$ cat src/rtl/quantum_challenge_pkg.sv
// Shared widths and state encoding for the challenge path into the quantum problem parser.
package quantum_challenge_pkg;

  localparam int unsigned WORD_W     = 32;
  localparam int unsigned CHAL_W     = 1024;
  localparam int unsigned MOLECULE_W = 256;
  localparam int unsigned WORDS      = CHAL_W / WORD_W;
  localparam int unsigned COUNT_W    = 16;

  typedef enum logic [1:0] {
    FILL     = 2'd0,
    ISSUE    = 2'd1,
    WAIT_ACK = 2'd2
  } chal_state_e;

endpackage

$ cat src/rtl/challenge_ack_timer.sv
// Acknowledge-wait timer: cleared on load, counts while running, expires unless an ack is present.
module challenge_ack_timer #(
  parameter int unsigned LIMIT = 15
) (
  input  logic clk,
  input  logic reset_n,
  input  logic load,
  input  logic run,
  input  logic ack,
  output logic expired
);

  localparam int unsigned TW = (LIMIT > 1) ? $clog2(LIMIT) : 1;

  logic [TW-1:0] timer_q;

  always_ff @(posedge clk) begin
    if (!reset_n) begin
      timer_q <= '0;
    end else if (load) begin
      timer_q <= '0;
    end else if (run) begin
      timer_q <= timer_q + TW'(1);
    end
  end

  // An acknowledge in the final cycle beats expiry.
  assign expired = run && !ack && (timer_q == TW'(LIMIT - 1));

endmodule

$ cat src/rtl/challenge_assembler.sv
// Packs a word stream into one challenge vector, strobes it to the parser and waits for its ack.
module challenge_assembler #(
  parameter int unsigned WORD_W      = quantum_challenge_pkg::WORD_W,
  parameter int unsigned CHAL_W      = quantum_challenge_pkg::CHAL_W,
  parameter int unsigned ACK_TIMEOUT = 15
) (
  input  logic                                   clk,
  input  logic                                   reset_n,
  input  logic [WORD_W-1:0]                      word_in,
  input  logic                                   word_valid,
  input  logic                                   word_last,
  output logic                                   word_ready,
  output logic [CHAL_W-1:0]                      global_challenges,
  output logic                                   challenge_valid,
  input  logic                                   molecule_ready,
  output logic [quantum_challenge_pkg::COUNT_W-1:0] challenge_count,
  output logic                                   ack_timeout
);

  import quantum_challenge_pkg::*;

  localparam int unsigned WORDS = CHAL_W / WORD_W;
  localparam int unsigned IDX_W = (WORDS > 1) ? $clog2(WORDS) : 1;

  if ((CHAL_W % WORD_W) != 0 || CHAL_W < MOLECULE_W) begin : g_bad_params
    $error("challenge_assembler: CHAL_W must be a multiple of WORD_W and hold a molecule");
  end

  chal_state_e        state_q, state_d;
  logic [IDX_W-1:0]   wr_idx_q, wr_idx_d;
  logic [CHAL_W-1:0]  fill_q, fill_d;
  logic [CHAL_W-1:0]  chal_q, chal_d;
  logic               valid_q, valid_d;
  logic               timeout_q, timeout_d;
  logic [COUNT_W-1:0] count_q, count_d;
  logic               timer_load, timer_run, timer_expired;

  assign word_ready = (state_q == FILL) && reset_n;

  challenge_ack_timer #(
    .LIMIT (ACK_TIMEOUT)
  ) u_ack_timer (
    .clk     (clk),
    .reset_n (reset_n),
    .load    (timer_load),
    .run     (timer_run),
    .ack     (molecule_ready),
    .expired (timer_expired)
  );

  always_comb begin
    state_d    = state_q;
    wr_idx_d   = wr_idx_q;
    fill_d     = fill_q;
    chal_d     = chal_q;
    valid_d    = 1'b0;
    timeout_d  = 1'b0;
    count_d    = count_q;
    timer_load = 1'b0;
    timer_run  = 1'b0;
    unique case (state_q)
      FILL: begin
        if (word_valid && word_ready) begin
          fill_d[32'(wr_idx_q) * WORD_W +: WORD_W] = word_in;
          if (word_last || (wr_idx_q == IDX_W'(WORDS - 1))) begin
            // Slots above the last word are still clear from the previous completion.
            chal_d   = fill_d;
            fill_d   = '0;
            wr_idx_d = '0;
            valid_d  = 1'b1;
            state_d  = ISSUE;
          end else begin
            wr_idx_d = wr_idx_q + IDX_W'(1);
          end
        end
      end
      ISSUE: begin
        timer_load = 1'b1;
        state_d    = WAIT_ACK;
      end
      WAIT_ACK: begin
        timer_run = 1'b1;
        if (molecule_ready) begin
          count_d = count_q + COUNT_W'(1);
          state_d = FILL;
        end else if (timer_expired) begin
          timeout_d = 1'b1;
          state_d   = FILL;
        end
      end
      default: state_d = FILL;
    endcase
  end

  always_ff @(posedge clk) begin
    if (!reset_n) begin
      state_q   <= FILL;
      wr_idx_q  <= '0;
      fill_q    <= '0;
      chal_q    <= '0;
      valid_q   <= 1'b0;
      timeout_q <= 1'b0;
      count_q   <= '0;
    end else begin
      state_q   <= state_d;
      wr_idx_q  <= wr_idx_d;
      fill_q    <= fill_d;
      chal_q    <= chal_d;
      valid_q   <= valid_d;
      timeout_q <= timeout_d;
      count_q   <= count_d;
    end
  end

  assign global_challenges = chal_q;
  assign challenge_valid   = valid_q;
  assign challenge_count   = count_q;
  assign ack_timeout       = timeout_q;

endmodule

$ cat config.mk
export PLATFORM = sky130hd
export DESIGN_NAME = challenge_assembler
export DESIGN_NICKNAME = d
export VERILOG_FILES = /design/src/rtl/quantum_challenge_pkg.sv /design/src/rtl/challenge_ack_timer.sv /design/src/rtl/challenge_assembler.sv
export SDC_FILE = /design/constraint.sdc
export NUM_CORES = 2
export LEC_CHECK = 0
export CORE_AREA = 2 2 426 428
export CTS_BUF_LIST = sky130_fd_sc_hd__clkbuf_16
export DETAILED_ROUTE_END_ITERATION = 12
export DIE_AREA = 0 0 428 430
export GPL_TIMING_DRIVEN = 0
export HOLD_SLACK_MARGIN = 0.08
export PLACE_DENSITY = 0.68
export SLEW_MARGIN = 20
export SYNTH_ARGS = -nofsm -noshare
export SYNTH_HDL_FRONTEND = slang
export SYNTH_SLANG_ARGS = --single-unit
export TNS_END_PERCENT = 5
$ cat constraint.sdc
create_clock -name clk -period 3 [get_ports clk]
set_input_delay 0.6 -clock clk [delete_from_list [all_inputs] [get_ports clk]]
set_output_delay 0.6 -clock clk [all_outputs]
set_load 0.02 [all_outputs]
=== Word level (Yosys, flattened, before mapping) ===
Cells that the tools add are included.

* Bits in registers: 2,077
* Input bits: 37
* Logic and storage cells: 49

* Add/subtract/negate cells: 4
* Eq/ne operators: 7
* Shift operators: 2
* Multiplexer cells: 12
* Bitwise logic cells: 2
* Reductions and logical operators: 14

{| class="wikitable"
|+ Operator list
! kind !! number
|-
| $bwmux 1024 || 1
|-
| $mux 1024 || 1
|-
| $shift 32x34->1024 const A || 1
|-
| $shiftx 32x34->1024 || 1
|-
| $neg 10->34 || 1
|-
| $add 16x1->16 const B || 1
|-
| $reduce_and 3->1 || 3
|-
| $mux 2 || 4
|-
| $pmux 2 s3 || 1
|-
| $add 5x1->5 const B || 1
|-
| $eq 5x5->1 const B || 1
|-
| $mux 5 || 1
|-
| $add 4x1->4 const B || 1
|-
| $eq 4x4->1 const B || 1
|-
| $logic_and 1x1->1 || 4
|-
| $mux 1 || 4
|-
| $ne 2x1->1 const B || 2
|-
| $reduce_and 2->1 || 2
|-
| $ne 3x3->1 const B || 1
|-
| $reduce_or 3->1 || 1
|-
| $eq 2x1->1 const B || 1
|-
| $eq 2x2->1 const B || 1
|-
| $logic_not 2->1 || 1
|-
| $not 1->1 || 2
|-
| 3 further kinds || 3
|}

=== Depth between registers and ports, before layout ===
* Depth in word-level cells: 7
* Depth in mapped cells: 14

=== Cells and area by module ===
From an unflattened synthesis, not the netlist that was laid out.

* Cell total of the unflattened synthesis: 7,396
* Area total of the unflattened synthesis: 75,996.6 um2

{| class="wikitable"
|+ By module, submodules not included
! module !! times used !! cells each !! area each (um2) !! seq. area each (um2)
|-
| challenge_assembler || 1 || 7,374 || 75,787.7 || 41,499.8
|-
| challenge_ack_timer || 1 || 22 || 209.0 || 80.1
|}

=== Worst setup path before layout ===
No wires, ideal clock.

* Kind: register to register
* Start point: reg wr_idx_q[0]
* End point: reg chal_q[989], in the netlist global_challenges[989]
* Library setup time: 0.123 ns
* Arrival time: 3.079 ns
* Data required time: 2.877 ns
* Slack: -0.202 ns
* Cell stages (with the launch flop): 15
* Period minus slack after synthesis: 3.202 ns
* Path through: dfxtp_1 -> buf_2 -> buf_2 -> inv_1 -> ha_1 -> clkbuf_1 -> nor3b_1 -> ha_1 -> nor4b_1 -> mux2_1 -> buf_2 -> nand3_1 -> buf_2 -> a221oi_1 -> nor2_1

* Word-level cells in the longest chain between the ends: 3

{| class="wikitable"
|+ RTL lines
! item !! line !! text
|-
| from (decl) || challenge_assembler.sv:30 || <nowiki>logic [IDX_W-1:0] wr_idx_q, wr_idx_d;</nowiki>
|-
| from (signal assigned) || challenge_assembler.sv:106 || <nowiki>wr_idx_q <= wr_idx_d;</nowiki>
|-
| $neg 10->34 or $eq 5x5->1 (tied branches) || challenge_assembler.sv:64, challenge_assembler.sv:65 ||
|-
| $shiftx 32x34->1024, or another cell as far along || challenge_assembler.sv:64 || <nowiki>fill_d[32'(wr_idx_q) * WORD_W +: WORD_W] = word_in;</nowiki>
|-
| $bwmux 1024 or $reduce_and 3->1 (tied branches) || -- ||
|-
| to (signal assigned) || challenge_assembler.sv:108 || <nowiki>chal_q <= chal_d;</nowiki>
|-
| to (decl) || challenge_assembler.sv:32 || <nowiki>logic [CHAL_W-1:0] chal_q, chal_d;</nowiki>
|}

Several ways; a longest one is shown, not always the timed one.
A chain may end at the register's enable or synchronous reset.

=== Worst setup path in the final report ===
* Start point: reg wr_idx_q[0]
* End point: reg chal_q[970], in the netlist global_challenges[970]

Same word-level chain as after synthesis.

==> qor.yml <==
worst_slack_ns: -0.1586
synth_nets: 8773
top_usage_layer: "met2"
areaGrowthSynthToFinish_pct: 34.57
antenna_found_initial: 57
synth_edf_count: 0
grt_pass1_vias: 76680
cp_slowest_cell: "clkbuf_1"
p_int_mw: 44.77
cts_made_buffers: 211
reg2reg_from: "wr_idx_q[0]$_SDFFE_PN0P_"
met1_usage_pct: 53.86
grt_use_met3_pct: 19.32
hpwl_mm: 344.3
initial_utilization_pct: 43.26
vdd_ir_drop_max_mv: 0.4677
fin_nets: 10190
die_w_microns: 428
htreeDepth: 4
power_frac_clock_pct: 42.0
cts_tree: "built"
wl_per_cell_microns: 36.31
fin_skew_ns: 0.03677
vias_per_cell: 6.632
synthCells: 8729
yosysWarnings: 0
dr.first_iter.drc_count: 12680
slew_violations: 0
hold_viol_final: 0
vias: 84420
hold_path.startpoint: "word_in[31]"
cp_top_family: "buffers and inverters"
fmax_mhz: 316.6
core_sq_um: 179800
rows: 156
drc: 0
setup_violations: 580
violations: "setup timing"
p_leak_nw: 36.44
crit_path_start: "wr_idx_q[0]$_SDFFE_PN0P_"
first_pass_iters: 10
critPathMaxFanout: 10
yosysSeqAreaShare_pct: 53.47
routabilityCongestion: 1.046
grtUsageMet2_pct: 67.30
grt_pass1_wl_mm: 617.8
die_y_microns: 430
post-route-min-period_ns: 3.159
yosysUniqueCellTypes: 68
comb_power_share_pct: 11.2
wl_mm: 462.2
synth_top_cell_area_share_pct: 53.47
critPathMaxStageDelay_ns: 0.77
utilization_pct: 58.22
rsz0062_at_grt: "yes"
post_dp_cell_area_sq_um: 92810
crit_arrival_ns: 3.96
cp-start-kind: "register"
cts.sinks: 2077
grt_max_degree: 17
critical_path.most_common_cell: "ha_1"
worstPathRequired_ns: 3.81
cap_violations: 0
final_cell_area_sq_um: 104700
clk_path_buf_depth: 3
ys_ff_latch: 2077
io_buffers: 1072
worstSetupPathType: "register to register"
hp-class: "primary input to register"
grt_usage_pct: 47.71
drive_gt1_share_pct: 14.21
postSynth.asyncResetShare_pct: 0
clkTransAtPathRegs_ns: 0.07
synth.avg_cell_area_sq_um: 8.909
swShare_pct: 28.02
synth_area_leaders: "dfxtp_1, nand2_1, o21ai_0"
rrSetupSlack_ns: -0.16
end_kind: "register"
postRouteAntennaNets: 0
grt_overflow: 0
p_switching_mw: 17.43
fin_crit_sh_pct: 105.3
slew_headroom_pct: 11.62
insertion_delay_ns: 0.89
synth_top_area_cell: "dfxtp_1"
power_frac_seq_pct: 46.8
outcome: "complete, but fails checks"
path_cells: "buf_4 -> ha_1 -> and3_1 -> ha_1 -> or2_4 -> nand2_4 -> clkbuf_2 -> clkbuf_1 -> a221oi_2 -> nor2_1"
cp_num_buf_inv: 3
netlist_area_sq_um: 77770
die_area_sq_um: 184000
pwr_density_cell_nw_per_um2: 594.3
root_buffer: "clkbuf_16"
synth-main-ff-cell: "dfxtp_1"
io_pins: 1080
tightest_slew_ns: 1.326
through the flow:
stage	cells	power (mW)	setup TNS, ns	hold WS, ns	setup slack, ns
2_1_floorplan	8729	31.96	0	0.4297	0.004046
3_3_place_gp	12170	35.64	-2785.28	0.4424	-2.390
3_5_place_dp	12220	35.87	-2077.26	0.4409	-1.891
4_1_cts	12660	61.35	-8.594	0.2110	-0.1079
5_1_grt	12690	63.02	-33.17	0.2759	-0.1565
6_report	12730	62.20	-23.60	0.3020	-0.1586
placed cells by master (no fill, tap or decap), types with 88 or more instances in the layout:
| cell type | netlist | routed |
|---|---|---|
| a31oi_1 | 681 | 680 |
| nor2_1 | 389 | 232 |
| clkbuf_1 | 670 | 288 |
| nor2_4 | 1 | 132 |
| buf_4 | 7 | 98 |
| buf_2 | 212 | 177 |
| o2bb2ai_1 | 576 | 576 |
| a21oi_1 | 316 | 316 |
| clkbuf_16 | 0 | 218 |
| a211oi_1 | 89 | 88 |
| a22o_1 | 435 | 435 |
| nand3_1 | 395 | 368 |
| clkdlybuf4s50_1 | 0 | 1071 |
| clkbuf_2 | 6 | 271 |
| o21ai_0 | 1023 | 1016 |
| dfxtp_1 | 2077 | 2074 |
| nand2_1 | 1394 | 1328 |
cells in the mapped netlist, drive strengths merged, types with 12 or more instances:
master      n
and3       22
nor3       54
nand2b     21
nor2      394
o2bb2ai   576
a211oi     89
o21ai    1054
clkbuf    676
a221oi    114
dfxtp    2077
a22o      435
a31oi     681
buf       261
nand3     399
nand2    1394
a32o       12
and2       28
a21oi     316
power by group through the flow:
stage               sequential (mW)  clock, mW  combinational (mW)
global route                   29.1       27.0                7.00
global placement               29.6          0                6.00
finish                         29.1       26.1                6.96
detailed placement             29.6          0                6.24
CTS                            29.0       25.8                6.52
floorplan                      30.0          0                1.93
path summary, 6_finish.rpt:
check | end | cells past startpoint
min | global_challenges[767]$_SDFFE_PN0P_ | 3
max reg2reg | global_challenges[970]$_SDFFE_PN0P_ | 10
min reg2reg | global_challenges[218]$_SDFFE_PN0P_ | 2
max | global_challenges[970]$_SDFFE_PN0P_ | 10
worst register-to-register path, stage by stage (launching register included):
cell,delay [ns]
dfxtp_2,0.33
buf_4,0.13
ha_1,0.20
and3_1,0.20
ha_1,0.21
or2_4,0.29
nand2_4,0.15
clkbuf_2,0.54
clkbuf_1,0.78
a221oi_2,0.12
nor2_1,0.14
cells by family after synthesis:
| kind of cell | count (synthesis) | share of synthesized area, % |
|---|---|---|
| AOI/OAI and AO/OA | 3308 | 28.34 |
| xor gates and xnor gates | 18 | 0.2027 |
| adders and majority gates | 7 | 0.1126 |
| buffers and inverters | 947 | 4.984 |
| DFF | 2077 | 53.47 |
| muxes | 6 | 0.1126 |
| and+or+nand+nor | 2366 | 12.78 |
cell type report:
type,instances,area [sq um]
diodes,43,107.6
plain buffers,931,5157
clock buffers,213,5330
clock inverters,175,1291
fillers,15870,75110
inverters,10,43.79
multi-input cells,5705,35190
flip-flops and latches,2077,41580
well taps,2370,2965
repair buffers,1205,12990
per-layer routing:
layer	part of all wire (%)	wire (microns)
met3	14	63160
met4	12	56050
met1	34	157900
met2	40	184700
met5	0.080	372
timing repair:
item | CTS | global route
endpoints found under the hold margin | 0 | 0
hold buffers | 0 | 0
pin swaps | 35 | 51
gates cloned | 4 | 3
endpoints found under the setup margin | 2054 | 1988
buffers inserted | 60 | 19
resized for setup | 933 | 384
registers in the layout (all words and copies together), names as in the netlist:
| register | count |
|---|---|
| ack_timeout | 1 |
| global_challenges | 1024 |
| wr_idx_q | 5 |
| challenge_valid | 1 |
| u_ack_timer.timer_q | 4 |
| challenge_count | 16 |
| state_q | 2 |
| fill_q | 1024 |
Power figures use the tool's default switching activity.
